## src/rtl/button_repeat_ctrl.sv

```systemverilog
// Plus/minus set-button conditioner: sync, debounce, press pulse, long-press hold and auto-repeat.
// Optional repeat acceleration is enabled by defining REPEAT_ACCEL_EN.
module button_repeat_ctrl #(
    parameter int DEBOUNCE    = 20,
    parameter int HOLD        = 500,
    parameter int REPEAT      = 100,
    parameter int FAST_REPEAT = 25,
    parameter int FAST_AFTER  = 8,
    parameter int WIDTH       = 10
) (
    input  logic clk,
    input  logic reset_n,
    input  logic enable,
    input  logic btn_plus,
    input  logic btn_minus,
    output logic pulse_up,
    output logic pulse_down,
    output logic hold_up,
    output logic hold_down
);

    localparam int N = 2;

    localparam logic [WIDTH-1:0] DB_LAST   = WIDTH'(DEBOUNCE - 1);
    localparam logic [WIDTH-1:0] HOLD_LAST = WIDTH'(HOLD - 1);
    localparam logic [WIDTH-1:0] REP_LAST  = WIDTH'(REPEAT - 1);

    if (DEBOUNCE < 1 || HOLD < 2 || REPEAT < 2 || FAST_REPEAT < 2 || FAST_AFTER < 0 ||
        (2 ** WIDTH) <= DEBOUNCE || (2 ** WIDTH) <= HOLD || (2 ** WIDTH) <= REPEAT ||
        (2 ** WIDTH) <= FAST_REPEAT) begin : gBadParams
        $error("button_repeat_ctrl: illegal parameter combination");
    end

    typedef enum logic [1:0] {
        S_IDLE   = 2'd0,
        S_WAIT   = 2'd1,
        S_REPEAT = 2'd2
    } state_t;

    // Index 0 is the plus button, index 1 the minus button.
    logic [N-1:0]     w_raw;
    logic [N-1:0]     r_sync1;
    logic [N-1:0]     r_sync2;
    logic [N-1:0]     r_stable;
    logic [WIDTH-1:0] r_dbCnt [N];

    state_t           r_state     [N];
    state_t           w_stateNext [N];
    logic [WIDTH-1:0] r_tickCnt   [N];
    logic [WIDTH-1:0] w_tickNext  [N];
    logic [WIDTH-1:0] w_intervalLast [N];
    logic [N-1:0]     r_hold;
    logic [N-1:0]     w_holdNext;
    logic [N-1:0]     r_pulse;
    logic [N-1:0]     w_pulseNext;
    logic             w_lockout;

`ifdef REPEAT_ACCEL_EN
    localparam int RCW = (FAST_AFTER < 1) ? 1 : $clog2(FAST_AFTER + 1);
    localparam logic [RCW-1:0] REP_SAT   = RCW'(FAST_AFTER);
    localparam logic [WIDTH-1:0] FAST_LAST = WIDTH'(FAST_REPEAT - 1);

    logic [RCW-1:0] r_repCnt  [N];
    logic [RCW-1:0] w_repNext [N];
`endif

    assign w_raw = {btn_minus, btn_plus};

    // Debounce only counts while the synced level disagrees with the accepted level.
    always_ff @(posedge clk) begin
        if (!reset_n) begin
            r_sync1  <= '0;
            r_sync2  <= '0;
            r_stable <= '0;
            for (int i = 0; i < N; i++) begin
                r_dbCnt[i] <= '0;
            end
        end else begin
            r_sync1 <= w_raw;
            r_sync2 <= r_sync1;
            for (int i = 0; i < N; i++) begin
                if (r_sync2[i] == r_stable[i]) begin
                    r_dbCnt[i] <= '0;
                end else if (enable) begin
                    if (r_dbCnt[i] == DB_LAST) begin
                        r_stable[i] <= r_sync2[i];
                        r_dbCnt[i]  <= '0;
                    end else begin
                        r_dbCnt[i] <= r_dbCnt[i] + WIDTH'(1);
                    end
                end
            end
        end
    end

    always_ff @(posedge clk) begin
        if (!reset_n) begin
            r_hold  <= '0;
            r_pulse <= '0;
            for (int i = 0; i < N; i++) begin
                r_state[i]   <= S_IDLE;
                r_tickCnt[i] <= '0;
`ifdef REPEAT_ACCEL_EN
                r_repCnt[i]  <= '0;
`endif
            end
        end else begin
            r_hold  <= w_holdNext;
            r_pulse <= w_pulseNext;
            for (int i = 0; i < N; i++) begin
                r_state[i]   <= w_stateNext[i];
                r_tickCnt[i] <= w_tickNext[i];
`ifdef REPEAT_ACCEL_EN
                r_repCnt[i]  <= w_repNext[i];
`endif
            end
        end
    end

    // Press is taken on any clk; hold and repeat timing advance only on enable ticks.
    always_comb begin
        w_pulseNext = '0;
        w_holdNext  = r_hold;
        for (int i = 0; i < N; i++) begin
            w_stateNext[i] = r_state[i];
            w_tickNext[i]  = r_tickCnt[i];
`ifdef REPEAT_ACCEL_EN
            w_repNext[i]      = r_repCnt[i];
            w_intervalLast[i] = (r_repCnt[i] < REP_SAT) ? REP_LAST : FAST_LAST;
`else
            w_intervalLast[i] = REP_LAST;
`endif
            case (r_state[i])
                S_IDLE: begin
                    if (r_stable[i]) begin
                        w_pulseNext[i] = 1'b1;
                        w_tickNext[i]  = '0;
                        w_stateNext[i] = S_WAIT;
                    end
                end
                S_WAIT, S_REPEAT: begin
                    if (!r_stable[i]) begin
                        w_stateNext[i] = S_IDLE;
                        w_holdNext[i]  = 1'b0;
                        w_tickNext[i]  = '0;
`ifdef REPEAT_ACCEL_EN
                        w_repNext[i]   = '0;
`endif
                    end else if (enable) begin
                        if (r_state[i] == S_WAIT && r_tickCnt[i] == HOLD_LAST) begin
                            w_holdNext[i]  = 1'b1;
                            w_pulseNext[i] = 1'b1;
                            w_tickNext[i]  = '0;
                            w_stateNext[i] = S_REPEAT;
`ifdef REPEAT_ACCEL_EN
                            w_repNext[i]   = (REP_SAT == '0) ? '0 : RCW'(1);
`endif
                        end else if (r_state[i] == S_REPEAT && r_tickCnt[i] == w_intervalLast[i]) begin
                            w_pulseNext[i] = 1'b1;
                            w_tickNext[i]  = '0;
`ifdef REPEAT_ACCEL_EN
                            if (r_repCnt[i] < REP_SAT) begin
                                w_repNext[i] = r_repCnt[i] + RCW'(1);
                            end
`endif
                        end else begin
                            w_tickNext[i] = r_tickCnt[i] + WIDTH'(1);
                        end
                    end
                end
                default: begin
                    w_stateNext[i] = S_IDLE;
                    w_holdNext[i]  = 1'b0;
                    w_tickNext[i]  = '0;
                end
            endcase
        end
    end

    // Both buttons accepted as pressed is meaningless, so all outputs are silenced.
    assign w_lockout  = r_stable[0] & r_stable[1];
    assign pulse_up   = r_pulse[0] & ~w_lockout;
    assign pulse_down = r_pulse[1] & ~w_lockout;
    assign hold_up    = r_hold[0]  & ~w_lockout;
    assign hold_down  = r_hold[1]  & ~w_lockout;

endmodule

```

## config.mk

```make
export PLATFORM = sky130hd
export DESIGN_NAME = button_repeat_ctrl
export DESIGN_NICKNAME = d
export VERILOG_FILES = /design/src/rtl/button_repeat_ctrl.sv
export SDC_FILE = /design/constraint.sdc
export NUM_CORES = 1
export LEC_CHECK = 0
export CAP_MARGIN = 20
export CELL_PAD_IN_SITES_DETAIL_PLACEMENT = 1
export CELL_PAD_IN_SITES_GLOBAL_PLACEMENT = 2
export CORE_MARGIN = 8
export CORE_UTILIZATION = 25
export DETAILED_ROUTE_END_ITERATION = 8
export GPL_TIMING_DRIVEN = 0
export PLACE_DENSITY_LB_ADDON = 0.1
export SYNTH_ARGS = -nofsm -noshare
export SYNTH_HDL_FRONTEND = slang
export SYNTH_SLANG_ARGS = --single-unit
```

## constraint.sdc

```tcl
create_clock -name clk -period 5 [get_ports clk]
set_input_delay 0.5 -clock clk [delete_from_list [all_inputs] [get_ports clk]]
set_output_delay 0.5 -clock clk [all_outputs]
set_load 0.01 [all_outputs]
```

# After elaboration in Yosys (flattened, before gate mapping)
# Memories as Yosys holds them, arrays and structs flattened.
# Index checks and enable logic that the tools add are counted.
dict set report word_totals {
  regBits 10
  ram_bits 44
  inputBits 5
  output_inout_bits 4
  mem_count 3
}
dict set report op_classes {
  add_sub_neg 4
  eq_ne 16
  mux 80
  bitwise_logic 20
  reduce_logical 12
}
# name words width rd rd_clocked_by_memory_dff wr line
set memory_table {}
lappend memory_table {r_dbCnt 2 10 2 0 2 45} ;# logic [WIDTH-1:0] r_dbCnt [N];
lappend memory_table {r_tickCnt 2 10 2 0 2 49} ;# logic [WIDTH-1:0] r_tickCnt [N];
lappend memory_table {r_state 2 2 2 0 2 47} ;# state_t r_state [N];
# operator n
set op_table {}
lappend op_table {{10-bit 2-to-1 mux} 18}
lappend op_table {{1-bit 2-to-1 mux} 44}
lappend op_table {{10-bit by 1-bit adder with 10-bit output (second input constant)} 4}
lappend op_table {{10-bit case mux with 2 select lines} 2}
lappend op_table {{10-bit by 5-bit == test with 1-bit output (second input constant)} 2}
lappend op_table {{10-bit by 7-bit == test with 1-bit output (second input constant)} 2}
lappend op_table {{10-bit by 9-bit == test with 1-bit output (second input constant)} 2}
lappend op_table {{2-bit 2-to-1 mux} 10}
lappend op_table {{3-bit inequality test (second input constant)} 4}
lappend op_table {{3-bit AND reduction} 4}
lappend op_table {{1-bit OR} 10}
lappend op_table {{1-bit case mux with 2 select lines} 4}
lappend op_table {{2-bit case mux with 2 select lines} 2}
lappend op_table {{1-bit bitwise AND} 5}
lappend op_table {{1-bit inverter} 5}
lappend op_table {{2-bit by 1-bit == test with 1-bit output (second input constant)} 2}
lappend op_table {{2-bit == test (second input constant)} 2}
lappend op_table {{1-bit logical AND} 4}
lappend op_table {{2-bit logical NOT} 2}
lappend op_table {{2-bit OR reduction} 2}
lappend op_table {{1-bit == test} 2}

# Logic depth before layout (Yosys ltp)
# An unclocked memory read counts as a cell.
dict set report depth {
  depth_word 9
  mapped_depth 7
  mapped_depth_nobuf 6
}

# Least setup slack after synthesis
# OpenSTA, ideal clock, no wires.
dict set report synth_timing {
  path_kind {register to register}
  from {memory r_state[0][0] in the netlist's numbering}
  to {memory r_tickCnt[0][9]}
  setup_ns 0.086
  arrival_ns 1.689
  path_slack_ns 3.224
  path_stages_with_launch 7
  path_buffers 0
  period_less_slack_ns 1.776
  cell_sequence {dfxtp_1 -> inv_1 -> ha_1 -> nand3b_2 -> nand3_1 -> or4_1 -> a221oi_2}
}
# element line
set synth_rtl {}
lappend synth_rtl {{from (decl)} 47}
lappend synth_rtl {{to (decl)} 49}

# Worst setup path after layout
dict set report layout_timing {
  from {register r_stable[1]}
  to {output port hold_down}
}
dict set report layout_via {
  elab_chain_len 3
}
# element line
set layout_lines {}
lappend layout_lines {{from (decl)} 44} ;# logic [N-1:0] r_stable;
lappend layout_lines {{from (signal, indexed assignment)} 86} ;# r_stable[i] <= r_sync2[i];
lappend layout_lines {{1-bit bitwise AND} 181} ;# assign w_lockout = r_stable[0] & r_stable[1];
lappend layout_lines {{1-bit inverter} 185} ;# assign hold_down = r_hold[1] & ~w_lockout;
lappend layout_lines {{1-bit bitwise AND} 185}
lappend layout_lines {{to (decl)} 19} ;# output logic hold_down
# No other way between the ends.

==> flow_metrics.tcl <==
set metrics [dict create \
    result_of_the_run "finished, final reports clean" \
    clock_path_buffers 2 \
    globalRouteTotalUtil_pct 10.1 \
    routed.top_layer "met4" \
    worst_skew_pair.late_latency_ps 300 \
    dp_hpwl_mm 5.66 \
    worst_setup_path_start_kind "flop" \
    numCtsBuffers 5 \
    multi_input_area_sq_um 1670 \
    drc 0 \
    layout.nets 353 \
    worstPathArrival_ps 1680 \
    max_slew.worst_pin.slew_ps 617 \
    dr.first_iter.drc_count 75 \
    synth_top_area_share_pct 22.2 \
    vdd_ir_drop_max_mv 0.111 \
    fillCellCount 1403 \
    max_slew_headroom_pct 58.6 \
    detailroute.via_count 2363 \
    antenna_violating_nets_post_route 0 \
    setup.worst_path.class "flop to output pin" \
    met2WireLength_mm 3.41 \
    ys_seq_elements 54 \
    die-height_um 127 \
    synth_top_flop_cell "sky130_fd_sc_hd__dfxtp_1" \
    synth_enable_flop_cells 20 \
    crit_required_ps 4500 \
    place_ws_ps 2710 \
    ctsRootBufferMaster "sky130_fd_sc_hd__clkbuf_16" \
    initial_standard_cell_utilization_of_the_core_pct 25.5 \
    cts_tree "built" \
    timing.final.ws_setup_ps 2820 \
    synth.yosys.warnings 0 \
    post_route_fraction_of_the_period_consumed_by_the_critical_path_pct 43.6 \
    detail_route.first_pass.iterations 4 \
    end_kind "output pin" \
    synth_top_cell_by_area "sky130_fd_sc_hd__dfxtp_1" \
    maxSlewViolCount 0 \
    layout.cells.non_filler 483 \
    vias_per_cell 4.89 \
    synth.lib_cells_used.distinct 65 \
    grt_setup_unrepaired "false" \
    setup-violations-final 0 \
    clock_sink_count 54 \
    first_global_vias 2421 \
    critical_path_peak_fanout 8 \
    stdcell_area_sq_um 3460 \
    grt.overflow.total 0 \
    synth.top_cells.by_area "sky130_fd_sc_hd__dfxtp_1 (22%), sky130_fd_sc_hd__edfxtp_1 (20%), sky130_fd_sc_hd__xor2_1 (5.7%), sky130_fd_sc_hd__ha_1 (5.3%), sky130_fd_sc_hd__nor2_1 (3.9%)" \
    clkTransAtPathRegs_ps 80 \
    die_area_sq_um 16000 \
    p_leak_nw 1.24 \
    pin_count_of_the_biggest_net_entering_global_routing 17 \
    synthesized_instance_count 321 \
    mappedNetlistArea_sq_um 3060 \
    hold_viol 0 \
    p_per_area_nw_per_um2 245 \
    area_delta_synth_final_pct 12.9 \
    hold_path_class "flop to flop" \
    rows 40 \
    fin_skew_ps 4.33 \
    htreeDepth 2 \
    post_dp_cell_area_sq_um 3320 \
    fraction_of_layout_instances_using_a_drive_strength_above_1_pct 9.23 \
    postCtsSetupRepairBufs 0 \
    num_antenna_cells 0 \
    avgSynthCellArea_sq_um 9.54 \
    cts_hold_repair.buffers 0 \
    max_clock_freq_ghz 0.459 \
    met3_wirelength_um 176 \
    wirelength_mm 7.69 \
    floorplan.die.width_um 127 \
    maxCapViolCount 0 \
    area.sequential_sq_um 1280 \
    finalSetupTns_ps 0 \
    routabilityCongestion 0.680 \
    ctsResizeCount 0 \
    grt_first_pass_wirelength_mm 12.9 \
    post_synth_net_total 339 \
    synth.yosys.seq_area_share_pct 41.8 \
    dp_cells 475 \
    layout_min_cycle_time_ps 2180 \
    placeableCoreArea_sq_um 12000 \
    place.port_buffers 7 \
    initial_antenna_violation_count 0 \
    routed_wire_length_per_instance_um 15.9 \
    io_pins 9 \
    synth-async-reset-ratio_pct 0 \
    route.layer.met1.wl_mm 3.97 \
]
==> critical path, cell delays in order, from the launching register on <==
cell and delay (ps):
sky130_fd_sc_hd__dfxtp_1 300, sky130_fd_sc_hd__buf_2 160, sky130_fd_sc_hd__nand2_1 190, sky130_fd_sc_hd__and2_1 180, sky130_fd_sc_hd__clkdlybuf4s50_1 540
==> cells by family (layout without fill, tap and decap cells) <==
logic type / Yosys count / after routing / share of synthesized area [%]
AND/OR/NAND/NOR: 160 / 160 / 29.0
adder cells (fa/ha/maj): 13 / 13 / 5.31
multiplexers: 4 / 4 / 1.31
buffers and inverters: 21 / 36 / 3.72
AO/OA/AOI/OAI: 41 / 41 / 10.9
XOR/XNOR: 28 / 28 / 8.01
flip-flops: 54 / 54 / 41.8
==> path summary, 6_finish.rpt <==
path	depth (start not counted)	from	slack, ps	end
min	1	r_sync1[0]	450	r_sync2[0]
max	4	r_stable[1]	2820	hold_down
max reg2reg	4	r_tickCnt[0][0]	2980	r_tickCnt[0][3]
min reg2reg	1	r_sync1[0]	450	r_sync2[0]
==> layer usage <==
metal	GRT usage, %	vias to the layer above
li1	-	1199
met1	12.9	1139
met2	16.0	17
met3	2.22	8
met4	4.41	0
met5	0	-
==> sequential cells by signal (all words and copies together), names as in the netlist <==
signal,count
r_dbCnt,20
r_sync2,2
r_sync1,2
r_state,4
r_stable,2
r_tickCnt,20
r_hold,2
r_pulse,2
==> metrics by stage <==
| stage | power, mW | utilization (%) | hold WS, ps |
|---|---|---|---|
| floorplan | 0.485 | - | 412 |
| global placement | 0.497 | 27.6 | 429 |
| detailed placement | 0.497 | 27.6 | 424 |
| CTS | 0.866 | 28.8 | 452 |
| global route | 0.885 | 28.8 | 471 |
| finish | 0.848 | 28.8 | 452 |
==> power breakdown <==
| group | switching, mW | total [mW] | internal (mW) |
|---|---|---|---|
| Sequential | 0.00389 | 0.461 | 0.457 |
| Combinational | 0.0154 | 0.0245 | 0.00906 |
| Clock | 0.176 | 0.362 | 0.187 |
==> cell type report <==
cell class	instances	share of cell area [%]
sequential	54	37.0
timing repair buffer	7	2.03
tap	147	5.32
clock inverter	2	0.398
clock buffer	6	3.73
buffer	9	1.99
inverter	12	1.30
multi-input combinational	246	48.2
==> placed cells by master (no fill, tap or decap), types with 2 or more instances in the layout <==
cell                              instances
sky130_fd_sc_hd__edfxtp_1                20
sky130_fd_sc_hd__a32oi_1                  2
sky130_fd_sc_hd__nand3b_2                 2
sky130_fd_sc_hd__o21a_1                   2
sky130_fd_sc_hd__mux2i_1                  4
sky130_fd_sc_hd__clkbuf_1                 3
sky130_fd_sc_hd__a31oi_1                  2
sky130_fd_sc_hd__a211oi_1                 6
sky130_fd_sc_hd__clkbuf_16                5
sky130_fd_sc_hd__and2_1                  16
sky130_fd_sc_hd__and3_1                   8
sky130_fd_sc_hd__clkdlybuf4s50_1          7
sky130_fd_sc_hd__inv_1                   11
sky130_fd_sc_hd__and4_1                   3
sky130_fd_sc_hd__clkbuf_8                 2
sky130_fd_sc_hd__nor4b_2                  2
sky130_fd_sc_hd__xor2_1                  20
sky130_fd_sc_hd__and3_2                   2
sky130_fd_sc_hd__nand2b_1                 2
sky130_fd_sc_hd__buf_2                    3
sky130_fd_sc_hd__nand4_1                 18
sky130_fd_sc_hd__dfxtp_1                 34
sky130_fd_sc_hd__xnor2_1                  8
sky130_fd_sc_hd__nand3_1                 18
sky130_fd_sc_hd__nand3b_1                 2
sky130_fd_sc_hd__or4_1                    2
sky130_fd_sc_hd__nor3_1                  10
sky130_fd_sc_hd__o21ai_1                  2
sky130_fd_sc_hd__nand2_1                 30
sky130_fd_sc_hd__a21oi_1                  4
sky130_fd_sc_hd__nor2_1                  32
sky130_fd_sc_hd__ha_1                    13
sky130_fd_sc_hd__nor4_1                   4
sky130_fd_sc_hd__o31ai_1                  2
==> Yosys cell counts (2+ instances only) <==
cell,instances
sky130_fd_sc_hd__a211oi_1,6
sky130_fd_sc_hd__a21oi_1,4
sky130_fd_sc_hd__a31oi_1,2
sky130_fd_sc_hd__a32oi_1,2
sky130_fd_sc_hd__and2_1,16
sky130_fd_sc_hd__and3_1,8
sky130_fd_sc_hd__and3_2,2
sky130_fd_sc_hd__and4_1,3
sky130_fd_sc_hd__buf_2,3
sky130_fd_sc_hd__clkbuf_1,2
sky130_fd_sc_hd__clkbuf_8,2
sky130_fd_sc_hd__dfxtp_1,34
sky130_fd_sc_hd__edfxtp_1,20
sky130_fd_sc_hd__ha_1,13
sky130_fd_sc_hd__inv_1,11
sky130_fd_sc_hd__mux2i_1,4
sky130_fd_sc_hd__nand2_1,30
sky130_fd_sc_hd__nand2b_1,2
sky130_fd_sc_hd__nand3_1,18
sky130_fd_sc_hd__nand3b_1,2
sky130_fd_sc_hd__nand3b_2,2
sky130_fd_sc_hd__nand4_1,18
sky130_fd_sc_hd__nor2_1,32
sky130_fd_sc_hd__nor3_1,10
sky130_fd_sc_hd__nor4_1,4
sky130_fd_sc_hd__nor4b_2,2
sky130_fd_sc_hd__o21a_1,2
sky130_fd_sc_hd__o21ai_1,2
sky130_fd_sc_hd__o31ai_1,2
sky130_fd_sc_hd__or4_1,2
sky130_fd_sc_hd__xnor2_1,8
sky130_fd_sc_hd__xor2_1,20
No activity file was read; power rests on OpenSTA's default activity.
